## src/rtl/sdram_arb_pkg.sv

```systemverilog
// Shared types and constants for the three-port SDRAM arbiter.
// The optional round-robin mode for ports 1/2 is enabled by defining SDRAM_ARB_RR_EN.
package sdram_arb_pkg;

   localparam int unsigned NUM_PORTS = 3;
   localparam int unsigned ADDR_W    = 25;
   localparam int unsigned DATA_W    = 8;

   // Arbiter transaction FSM
   typedef enum logic [2:0] {
      IDLE,
      RD_REQ,
      RD_WAIT,
      WR_WAIT,
      GAP
   } state_t;

   // Index of a requesting port (0 = ROM loader, 1 = CPU, 2 = backup RAM)
   typedef logic [1:0] port_idx_t;

   localparam port_idx_t PORT_P0 = 2'd0;
   localparam port_idx_t PORT_P1 = 2'd1;
   localparam port_idx_t PORT_P2 = 2'd2;

endpackage

```

## src/rtl/sdram_arb_sel.sv

```systemverilog
// Grant selector: picks one requesting port per cycle.
// p0 always wins; with SDRAM_ARB_RR_EN defined, p1/p2 ties alternate based on
// the last-served pointer, otherwise p1 always beats p2.
module sdram_arb_sel
   import sdram_arb_pkg::*;
(
   input  logic [NUM_PORTS-1:0] req,
`ifdef SDRAM_ARB_RR_EN
   input  port_idx_t            last,
`endif
   output port_idx_t            grant,
   output logic                 valid
);

   // Priority resolution, purely combinational
   always_comb begin
      grant = PORT_P0;
      valid = |req;
      if (req[0]) begin
         grant = PORT_P0;
`ifdef SDRAM_ARB_RR_EN
      end else if (req[1] && req[2]) begin
         grant = (last == PORT_P1) ? PORT_P2 : PORT_P1;
`endif
      end else if (req[1]) begin
         grant = PORT_P1;
      end else if (req[2]) begin
         grant = PORT_P2;
      end
   end

endmodule

```

## src/rtl/sdram_arb.sv

```systemverilog
// Three-port SDRAM access arbiter: one transaction at a time, with an enforced
// idle gap after every access. Define SDRAM_ARB_RR_EN for p1/p2 round-robin.
module sdram_arb
   import sdram_arb_pkg::*;
#(
   parameter int unsigned GAP_CYCLES = 8
)
(
   input  logic              clk,
   input  logic              reset,

   input  logic              p0_req,
   input  logic              p0_we,
   input  logic [ADDR_W-1:0] p0_addr,
   input  logic [DATA_W-1:0] p0_din,
   output logic              p0_ack,
   output logic [DATA_W-1:0] p0_dout,

   input  logic              p1_req,
   input  logic              p1_we,
   input  logic [ADDR_W-1:0] p1_addr,
   input  logic [DATA_W-1:0] p1_din,
   output logic              p1_ack,
   output logic [DATA_W-1:0] p1_dout,

   input  logic              p2_req,
   input  logic              p2_we,
   input  logic [ADDR_W-1:0] p2_addr,
   input  logic [DATA_W-1:0] p2_din,
   output logic              p2_ack,
   output logic [DATA_W-1:0] p2_dout,

   output logic [ADDR_W-1:0] raddr,
   output logic              rd,
   input  logic              rd_rdy,
   output logic [ADDR_W-1:0] waddr,
   output logic [DATA_W-1:0] din,
   output logic              we,
   input  logic              we_ack,
   input  logic [DATA_W-1:0] dout
);

   localparam int unsigned      GCW      = $clog2(GAP_CYCLES) + 1;
   localparam logic [GCW-1:0]   GAP_LAST = GCW'(GAP_CYCLES - 1);

   state_t                 state, state_nx;
   port_idx_t              gnt;
   port_idx_t              sel_idx;
   logic                   sel_valid;
   logic [NUM_PORTS-1:0]   req_v;
   logic                   sel_we;
   logic [ADDR_W-1:0]      sel_addr;
   logic [DATA_W-1:0]      sel_din;
   logic [GCW-1:0]         gap_cnt;
   logic                   flush;
   logic                   grant_fire;
   logic                   rd_done;
   logic                   wr_done;
   logic [NUM_PORTS-1:0]   ack_r;
   logic [DATA_W-1:0]      dout_r [NUM_PORTS];

   assign req_v = {p2_req, p1_req, p0_req};

`ifdef SDRAM_ARB_RR_EN
   port_idx_t last;

   // Last-served pointer for the p1/p2 round-robin, advanced on completion
   always_ff @(posedge clk) begin
      if (reset) begin
         last <= PORT_P2;
      end else if ((rd_done || wr_done) && (gnt != PORT_P0)) begin
         last <= gnt;
      end
   end

   sdram_arb_sel u_sel (
      .req   (req_v),
      .last  (last),
      .grant (sel_idx),
      .valid (sel_valid)
   );
`else
   sdram_arb_sel u_sel (
      .req   (req_v),
      .grant (sel_idx),
      .valid (sel_valid)
   );
`endif

   // Route the winning requester's command fields to the latch inputs
   always_comb begin
      sel_we   = p0_we;
      sel_addr = p0_addr;
      sel_din  = p0_din;
      case (sel_idx)
         PORT_P1: begin
            sel_we   = p1_we;
            sel_addr = p1_addr;
            sel_din  = p1_din;
         end
         PORT_P2: begin
            sel_we   = p2_we;
            sel_addr = p2_addr;
            sel_din  = p2_din;
         end
         default: ;
      endcase
   end

   // FSM state register plus gap counter and post-reset flush flag
   always_ff @(posedge clk) begin
      if (reset) begin
         state   <= IDLE;
         gap_cnt <= '0;
         flush   <= 1'b1;
      end else begin
         state <= state_nx;
         if (state == GAP && state_nx == GAP) begin
            gap_cnt <= gap_cnt + 1'b1;
         end else begin
            gap_cnt <= '0;
         end
         if (state == IDLE) begin
            flush <= 1'b0;
         end
      end
   end

   // Next-state decode and single-cycle transaction strobes
   // After reset the first IDLE visit is diverted through GAP so an abandoned
   // SDRAM access gets the full gap before anything new is granted.
   always_comb begin
      state_nx   = state;
      grant_fire = 1'b0;
      rd_done    = 1'b0;
      wr_done    = 1'b0;
      case (state)
         IDLE: begin
            if (flush) begin
               state_nx = GAP;
            end else if (sel_valid) begin
               grant_fire = 1'b1;
               state_nx   = sel_we ? WR_WAIT : RD_REQ;
            end
         end
         RD_REQ: begin
            if (!rd_rdy) begin
               state_nx = RD_WAIT;
            end
         end
         RD_WAIT: begin
            if (rd_rdy) begin
               rd_done  = 1'b1;
               state_nx = GAP;
            end
         end
         WR_WAIT: begin
            if (we_ack == we) begin
               wr_done  = 1'b1;
               state_nx = GAP;
            end
         end
         GAP: begin
            if (gap_cnt == GAP_LAST) begin
               state_nx = IDLE;
            end
         end
         default: state_nx = IDLE;
      endcase
   end

   // SDRAM-side command registers, held from grant until completion
   always_ff @(posedge clk) begin
      if (reset) begin
         gnt   <= PORT_P0;
         rd    <= 1'b0;
         raddr <= '0;
         waddr <= '0;
         din   <= '0;
         we    <= we_ack;
      end else begin
         if (grant_fire) begin
            gnt <= sel_idx;
            if (sel_we) begin
               waddr <= sel_addr;
               din   <= sel_din;
               we    <= ~we_ack;
            end else begin
               raddr <= sel_addr;
               rd    <= 1'b1;
            end
         end
         if (rd_done) begin
            rd <= 1'b0;
         end
      end
   end

   // Per-port ack pulses and read-data holding registers
   always_ff @(posedge clk) begin
      if (reset) begin
         ack_r <= '0;
         for (int unsigned i = 0; i < NUM_PORTS; i++) begin
            dout_r[i] <= '0;
         end
      end else begin
         ack_r <= '0;
         for (int unsigned i = 0; i < NUM_PORTS; i++) begin
            if (gnt == port_idx_t'(i)) begin
               if (rd_done) begin
                  dout_r[i] <= dout;
               end
               if (rd_done || wr_done) begin
                  ack_r[i] <= 1'b1;
               end
            end
         end
      end
   end

   assign p0_ack  = ack_r[0];
   assign p1_ack  = ack_r[1];
   assign p2_ack  = ack_r[2];
   assign p0_dout = dout_r[0];
   assign p1_dout = dout_r[1];
   assign p2_dout = dout_r[2];

endmodule

```

## config.mk

```make
export PLATFORM = sky130hd
export DESIGN_NAME = sdram_arb
export DESIGN_NICKNAME = d
export VERILOG_FILES = /design/src/rtl/sdram_arb_pkg.sv /design/src/rtl/sdram_arb_sel.sv /design/src/rtl/sdram_arb.sv
export SDC_FILE = /design/constraint.sdc
export NUM_CORES = 1
export LEC_CHECK = 0
export CAP_MARGIN = 20
export CORE_UTILIZATION = 45
export CTS_CLUSTER_DIAMETER = 50
export DETAILED_ROUTE_END_ITERATION = 12
export GPL_TIMING_DRIVEN = 0
export PLACE_DENSITY = 0.85
export SYNTH_ARGS = -nofsm -noshare
export SYNTH_HDL_FRONTEND = slang
export SYNTH_SLANG_ARGS = --single-unit
```

## constraint.sdc

```tcl
create_clock -name clk -period 4.85 [get_ports clk]
set_clock_uncertainty 0.1 [all_clocks]
set_input_delay 0.485 -clock clk [delete_from_list [all_inputs] [get_ports clk]]
set_output_delay 0.485 -clock clk [all_outputs]
set_load 0.02 [all_outputs]
```

==> report_table.html <==
<table>
<tr><th>Metric</th><th>Value</th></tr>
<tr><th colspan="2">Clocking</th></tr>
<tr><td>TritonCTS sink count</td><td>97</td></tr>
<tr><td>CTS resizes</td><td>0</td></tr>
<tr><td>Post-CTS Setup Inserts</td><td>0</td></tr>
<tr><td>Clock insertion delay at the later pin of the skew report</td><td>0.36 ns</td></tr>
<tr><td>CTS max path bufs</td><td>2</td></tr>
<tr><td>Buffer type at the clock tree root</td><td>clkbuf_8</td></tr>
<tr><td>Clock slew at the register clock pins of the worst setup and hold paths</td><td>0.10 ns</td></tr>
<tr><td>CTS Buf Count</td><td>9</td></tr>
<tr><td>Quantity of hold-fixing buffers added after cts</td><td>0</td></tr>
<tr><td>CTS tree</td><td>yes</td></tr>
<tr><td>Number of levels in the clock H-tree</td><td>3</td></tr>
<tr><th colspan="2">Worst setup path</th></tr>
<tr><td>Critical path's most frequent cell</td><td>buf_6</td></tr>
<tr><td>Delay contributed by the slowest stage of the critical path</td><td>0.56 ns</td></tr>
<tr><td>Number of buffers and inverters on the critical path</td><td>4</td></tr>
<tr><td>Critical R2R Capture</td><td>dout_r[0][9]</td></tr>
<tr><td>Worst endpoint data arrival time</td><td>2.62 ns</td></tr>
<tr><td>Worst reg2reg startpoint</td><td>state[1]</td></tr>
<tr><td>CP Depth</td><td>8</td></tr>
<tr><td>Critical path's slowest cell</td><td>clkdlybuf4s50_1</td></tr>
<tr><td>Crit path to</td><td>waddr[9]</td></tr>
<tr><td>Internal reg-to-reg setup slack</td><td>2.53 ns</td></tr>
<tr><td>Worst Reg2Reg Path Length in Cells</td><td>4</td></tr>
<tr><td>Cell breakdown of the critical path</td><td>clkdlybuf4s50_1 -&gt; o21ba_2 -&gt; clkbuf_1 -&gt; o221ai_4 -&gt; nor2b_2 -&gt; buf_6 -&gt; buf_6 -&gt; mux2i_1</td></tr>
<tr><td>Beginning of the critical path</td><td>p2_req</td></tr>
<tr><td>Maximum fanout along the worst path</td><td>10</td></tr>
<tr><td>Worst Path Required</td><td>5.04 ns</td></tr>
<tr><td>Delay-heaviest family, CP</td><td>buffers and inverters</td></tr>
<tr><td>Endpoint type of the worst setup path</td><td>register</td></tr>
<tr><td>Category of the worst setup path launch point</td><td>input port</td></tr>
<tr><td>Start-to-end type of the worst setup path</td><td>input port to register</td></tr>
<tr><th colspan="2">Global routing</th></tr>
<tr><td>Vias in the first global route</td><td>4,203</td></tr>
<tr><td>Global-route wire length before repair</td><td>20,430 um</td></tr>
<tr><td>Overall fraction of global-route tracks in use</td><td>0.2640</td></tr>
<tr><td>Pin count of the biggest net entering global routing</td><td>17</td></tr>
<tr><td>Initial antenna violation count</td><td>0</td></tr>
<tr><td>Total congestion overflow after global routing</td><td>0</td></tr>
<tr><th colspan="2">Final layout</th></tr>
<tr><td>Growth of design area from synthesis to finish</td><td>54.52%</td></tr>
<tr><td>Count of inserted antenna diode cells</td><td>0</td></tr>
<tr><td>Top library cells by usage in the layout, fill and taps aside</td><td>203 x clkdlybuf4s50_1, 72 x dfxtp_1, 60 x nand2_1</td></tr>
<tr><td>Most common cell after layout, fill and taps aside</td><td>clkdlybuf4s50_1</td></tr>
<tr><td>Count of fill cells added during filler insertion</td><td>721</td></tr>
<tr><td>Total Nets Final</td><td>760</td></tr>
<tr><td>Share of cells above drive strength 1</td><td>0.06028</td></tr>
<tr><td>Final Non-Filler Cells</td><td>776</td></tr>
<tr><th colspan="2">Die</th></tr>
<tr><td>Chip width</td><td>100.9 um</td></tr>
<tr><td>Initial standard-cell utilization of the core</td><td>0.4700</td></tr>
<tr><td>Height of the chip</td><td>100.9 um</td></tr>
<tr><td>Core Box Area</td><td>0.009371 mm2</td></tr>
<tr><td>I/O pins</td><td>204</td></tr>
<tr><td>Die outline area</td><td>0.01019 mm2</td></tr>
<tr><td>Core Rows</td><td>35</td></tr>
<tr><th colspan="2">Logic synthesis</th></tr>
<tr><td>Total number of yosys warnings</td><td>0</td></tr>
<tr><td>Syn Nets</td><td>546</td></tr>
<tr><td>Proportion of register bits with asynchronous set or reset after synthesis</td><td>0</td></tr>
<tr><td>Area fraction in compound gates after synthesis</td><td>0.1582</td></tr>
<tr><td>Fraction of the mapped netlist area in simple logic gates</td><td>0.1270</td></tr>
<tr><td>Number of register bits inferred by synthesis</td><td>97</td></tr>
<tr><td>Adder and majority cell fraction of the synthesized area</td><td>0.002841</td></tr>
<tr><td>Number of different library cells in the post-synthesis netlist</td><td>42</td></tr>
<tr><td>Post-synthesis instance total</td><td>428</td></tr>
<tr><td>Register area share after synthesis</td><td>0.4977</td></tr>
<tr><td>Synth Area per Inst</td><td>10.29 um2</td></tr>
<tr><td>Post-synthesis share of cell area spent on xor and xnor gates</td><td>0.007955</td></tr>
<tr><td>Main synth FF type</td><td>dfxtp_1</td></tr>
<tr><td>Post-synth EDFFs</td><td>25</td></tr>
<tr><td>Largest family of logic cells by synthesized area</td><td>compound AO/OA/AOI/OAI gates</td></tr>
<tr><td>Share of synthesized area spent on multiplexers</td><td>0.1341</td></tr>
<tr><td>Cell area after synthesis</td><td>0.004404 mm2</td></tr>
<tr><th colspan="2">Timing</th></tr>
<tr><td>Number of slew-limit violations in the final report</td><td>0</td></tr>
<tr><td>Final Hold Violating Endpoints</td><td>0</td></tr>
<tr><td>Fmax achieved</td><td>411.8 MHz</td></tr>
<tr><td>Summed negative setup slack over all endpoints</td><td>0 ns</td></tr>
<tr><td>Unrepaired setup endpoints after global routing</td><td>false</td></tr>
<tr><td>Headroom to the max-slew limit</td><td>0.6086</td></tr>
<tr><td>Shortest clock period the worst path allows after layout</td><td>2.428 ns</td></tr>
<tr><td>Fraction of the cycle the final worst path needs</td><td>0.5007</td></tr>
<tr><td>Pin slew with the least headroom to its limit</td><td>0.5870 ns</td></tr>
<tr><td>Setup violation total in the final timing report</td><td>0</td></tr>
<tr><th colspan="2">Power</th></tr>
<tr><td>Ratio of total power to cell area</td><td>293.7 mW/mm2</td></tr>
<tr><td>IR Drop Worst-Case VDD</td><td>164.9 uV</td></tr>
<tr><td>Overall Power</td><td>1.999 mW</td></tr>
<tr><td>Leak</td><td>2.680 nW</td></tr>
<tr><th colspan="2">Placed design</th></tr>
<tr><td>Placed wire-length estimate after detailed placement</td><td>10,200 um</td></tr>
<tr><td>Post-Place Cells</td><td>760</td></tr>
<tr><td>GP Congestion</td><td>0.8369</td></tr>
<tr><td>Number of I/O port buffers</td><td>203</td></tr>
<tr><th colspan="2">Detailed routing</th></tr>
<tr><td>Total via count in the routed design</td><td>4,186</td></tr>
<tr><td>Detail-routed via count per cell</td><td>5.394</td></tr>
<tr><td>Uppermost metal layer occupied by signal nets</td><td>met4</td></tr>
<tr><td>Total routed wire length on the met1 layer</td><td>5223 um</td></tr>
<tr><td>Routed wire length on met3</td><td>992 um</td></tr>
<tr><td>Iteration-0 DRC count of the detailed router</td><td>132</td></tr>
<tr><td>Drt wl/cell</td><td>17.16 um</td></tr>
<tr><td>Number of search-and-repair iterations in the first detailed-routing pass</td><td>5</td></tr>
<tr><td>DR WL met2</td><td>6808 um</td></tr>
<tr><td>Wire length reported by the detailed router</td><td>13,320 um</td></tr>
<tr><td>Remaining routing DRC violations</td><td>0</td></tr>
<tr><td>Remaining antenna violation count after routing</td><td>0</td></tr>
<tr><th colspan="2">Run</th></tr>
<tr><td>Max-cap check violation count</td><td>0</td></tr>
<tr><th colspan="2">Run status</th></tr>
<tr><td>Outcome</td><td>finished, final reports clean</td></tr>
<tr><th colspan="2">Hold path</th></tr>
<tr><td>Tightest Hold Check Type</td><td>register to register</td></tr>
</table>
-- how the worst min path moves through the flow --
| stage | endpoint | start | slack, ns | depth (start not counted) |
|---|---|---|---|---|
| after detailed placement | gap_cnt[0] | gap_cnt[0] | 0.35 | 1 |
| after CTS | raddr[20] | raddr[20] | 0.37 | 2 |
| after global placement | gap_cnt[0] | gap_cnt[0] | 0.33 | 1 |
| after floorplan | gap_cnt[0] | gap_cnt[0] | 0.32 | 1 |
| final | gap_cnt[0] | gap_cnt[0] | 0.36 | 1 |
| after global routing | din[0] | din[0] | 0.38 | 2 |
-- final cells by class --
type	instances	area (um2)	area share
buffer	38	201.4	0.02960
clock buffer	12	156.4	0.02298
clock inverter	4	51.30	0.007538
inverter	31	116.4	0.01710
multi-input combinational	262	1894	0.2784
sequential	97	2192	0.3221
tap	129	161.4	0.02372
timing repair buffer	203	2032	0.2986
-- layer usage --
layer  vias to the layer above  track usage
li1                       1958            -
met1                      1994       0.2820
met2                       208       0.4984
met3                        26      0.06241
met4                         0       0.1037
met5                         -            0
-- Yosys cell counts, drive strengths merged (2+ instances only) --
cell	count	share of area
a21oi	13	0.015
a2bb2oi	26	0.052
a31o	3	0.0060
and3	8	0.011
buf	12	0.024
clkbuf	26	0.022
dfxtp	72	0.33
edfxtp	25	0.17
inv	31	0.026
mux2i	59	0.13
nand2	61	0.054
nand2b	2	0.0028
nand3	2	0.0023
nor2	15	0.013
nor2b	8	0.012
nor3	7	0.0080
nor4	2	0.0063
o221ai	34	0.072
or2	2	0.0028
or4b	2	0.0054
xnor2	3	0.0060
-- per-stage QoR --
| stage | worst slack [ns] | utilization | hold WS, ns | instance area [um2] |
|---|---|---|---|---|
| 6_report | 2.422 | 0.7262 | 0.3637 | 6805 |
| 5_1_grt | 2.309 | 0.7262 | 0.3827 | 6805 |
| 4_1_cts | 2.424 | 0.7262 | 0.3655 | 6805 |
| 3_5_place_dp | 2.039 | 0.7040 | 0.3480 | 6598 |
| 3_3_place_gp | 2.124 | 0.7040 | 0.3265 | 6598 |
| 2_1_floorplan | 2.819 | - | 0.3179 | 4404 |
-- flip-flops by register name, summed over array words and instances, names as in the netlist --
name / count
waddr: 25
flush: 1
rd: 1
we: 1
state: 3
din: 8
ack_r: 3
raddr: 25
dout_r: 24
gap_cnt: 4
gnt: 2
-- power by group --
group          switching (mW)  total (mW)  leakage [nW]  internal [mW]
sequential             0.0343       0.923         0.843          0.888
clock                   0.279       0.549         0.102          0.271
combinational           0.253       0.527          1.74          0.274
-- cell families after synthesis --
logic type      after synthesis
compound gates               84
xor+xnor                      4
fa+ha+maj                     1
buf+inv                      69
flops                        97
mux                          59
simple gates                114
(Power assumes the default switching activity.)
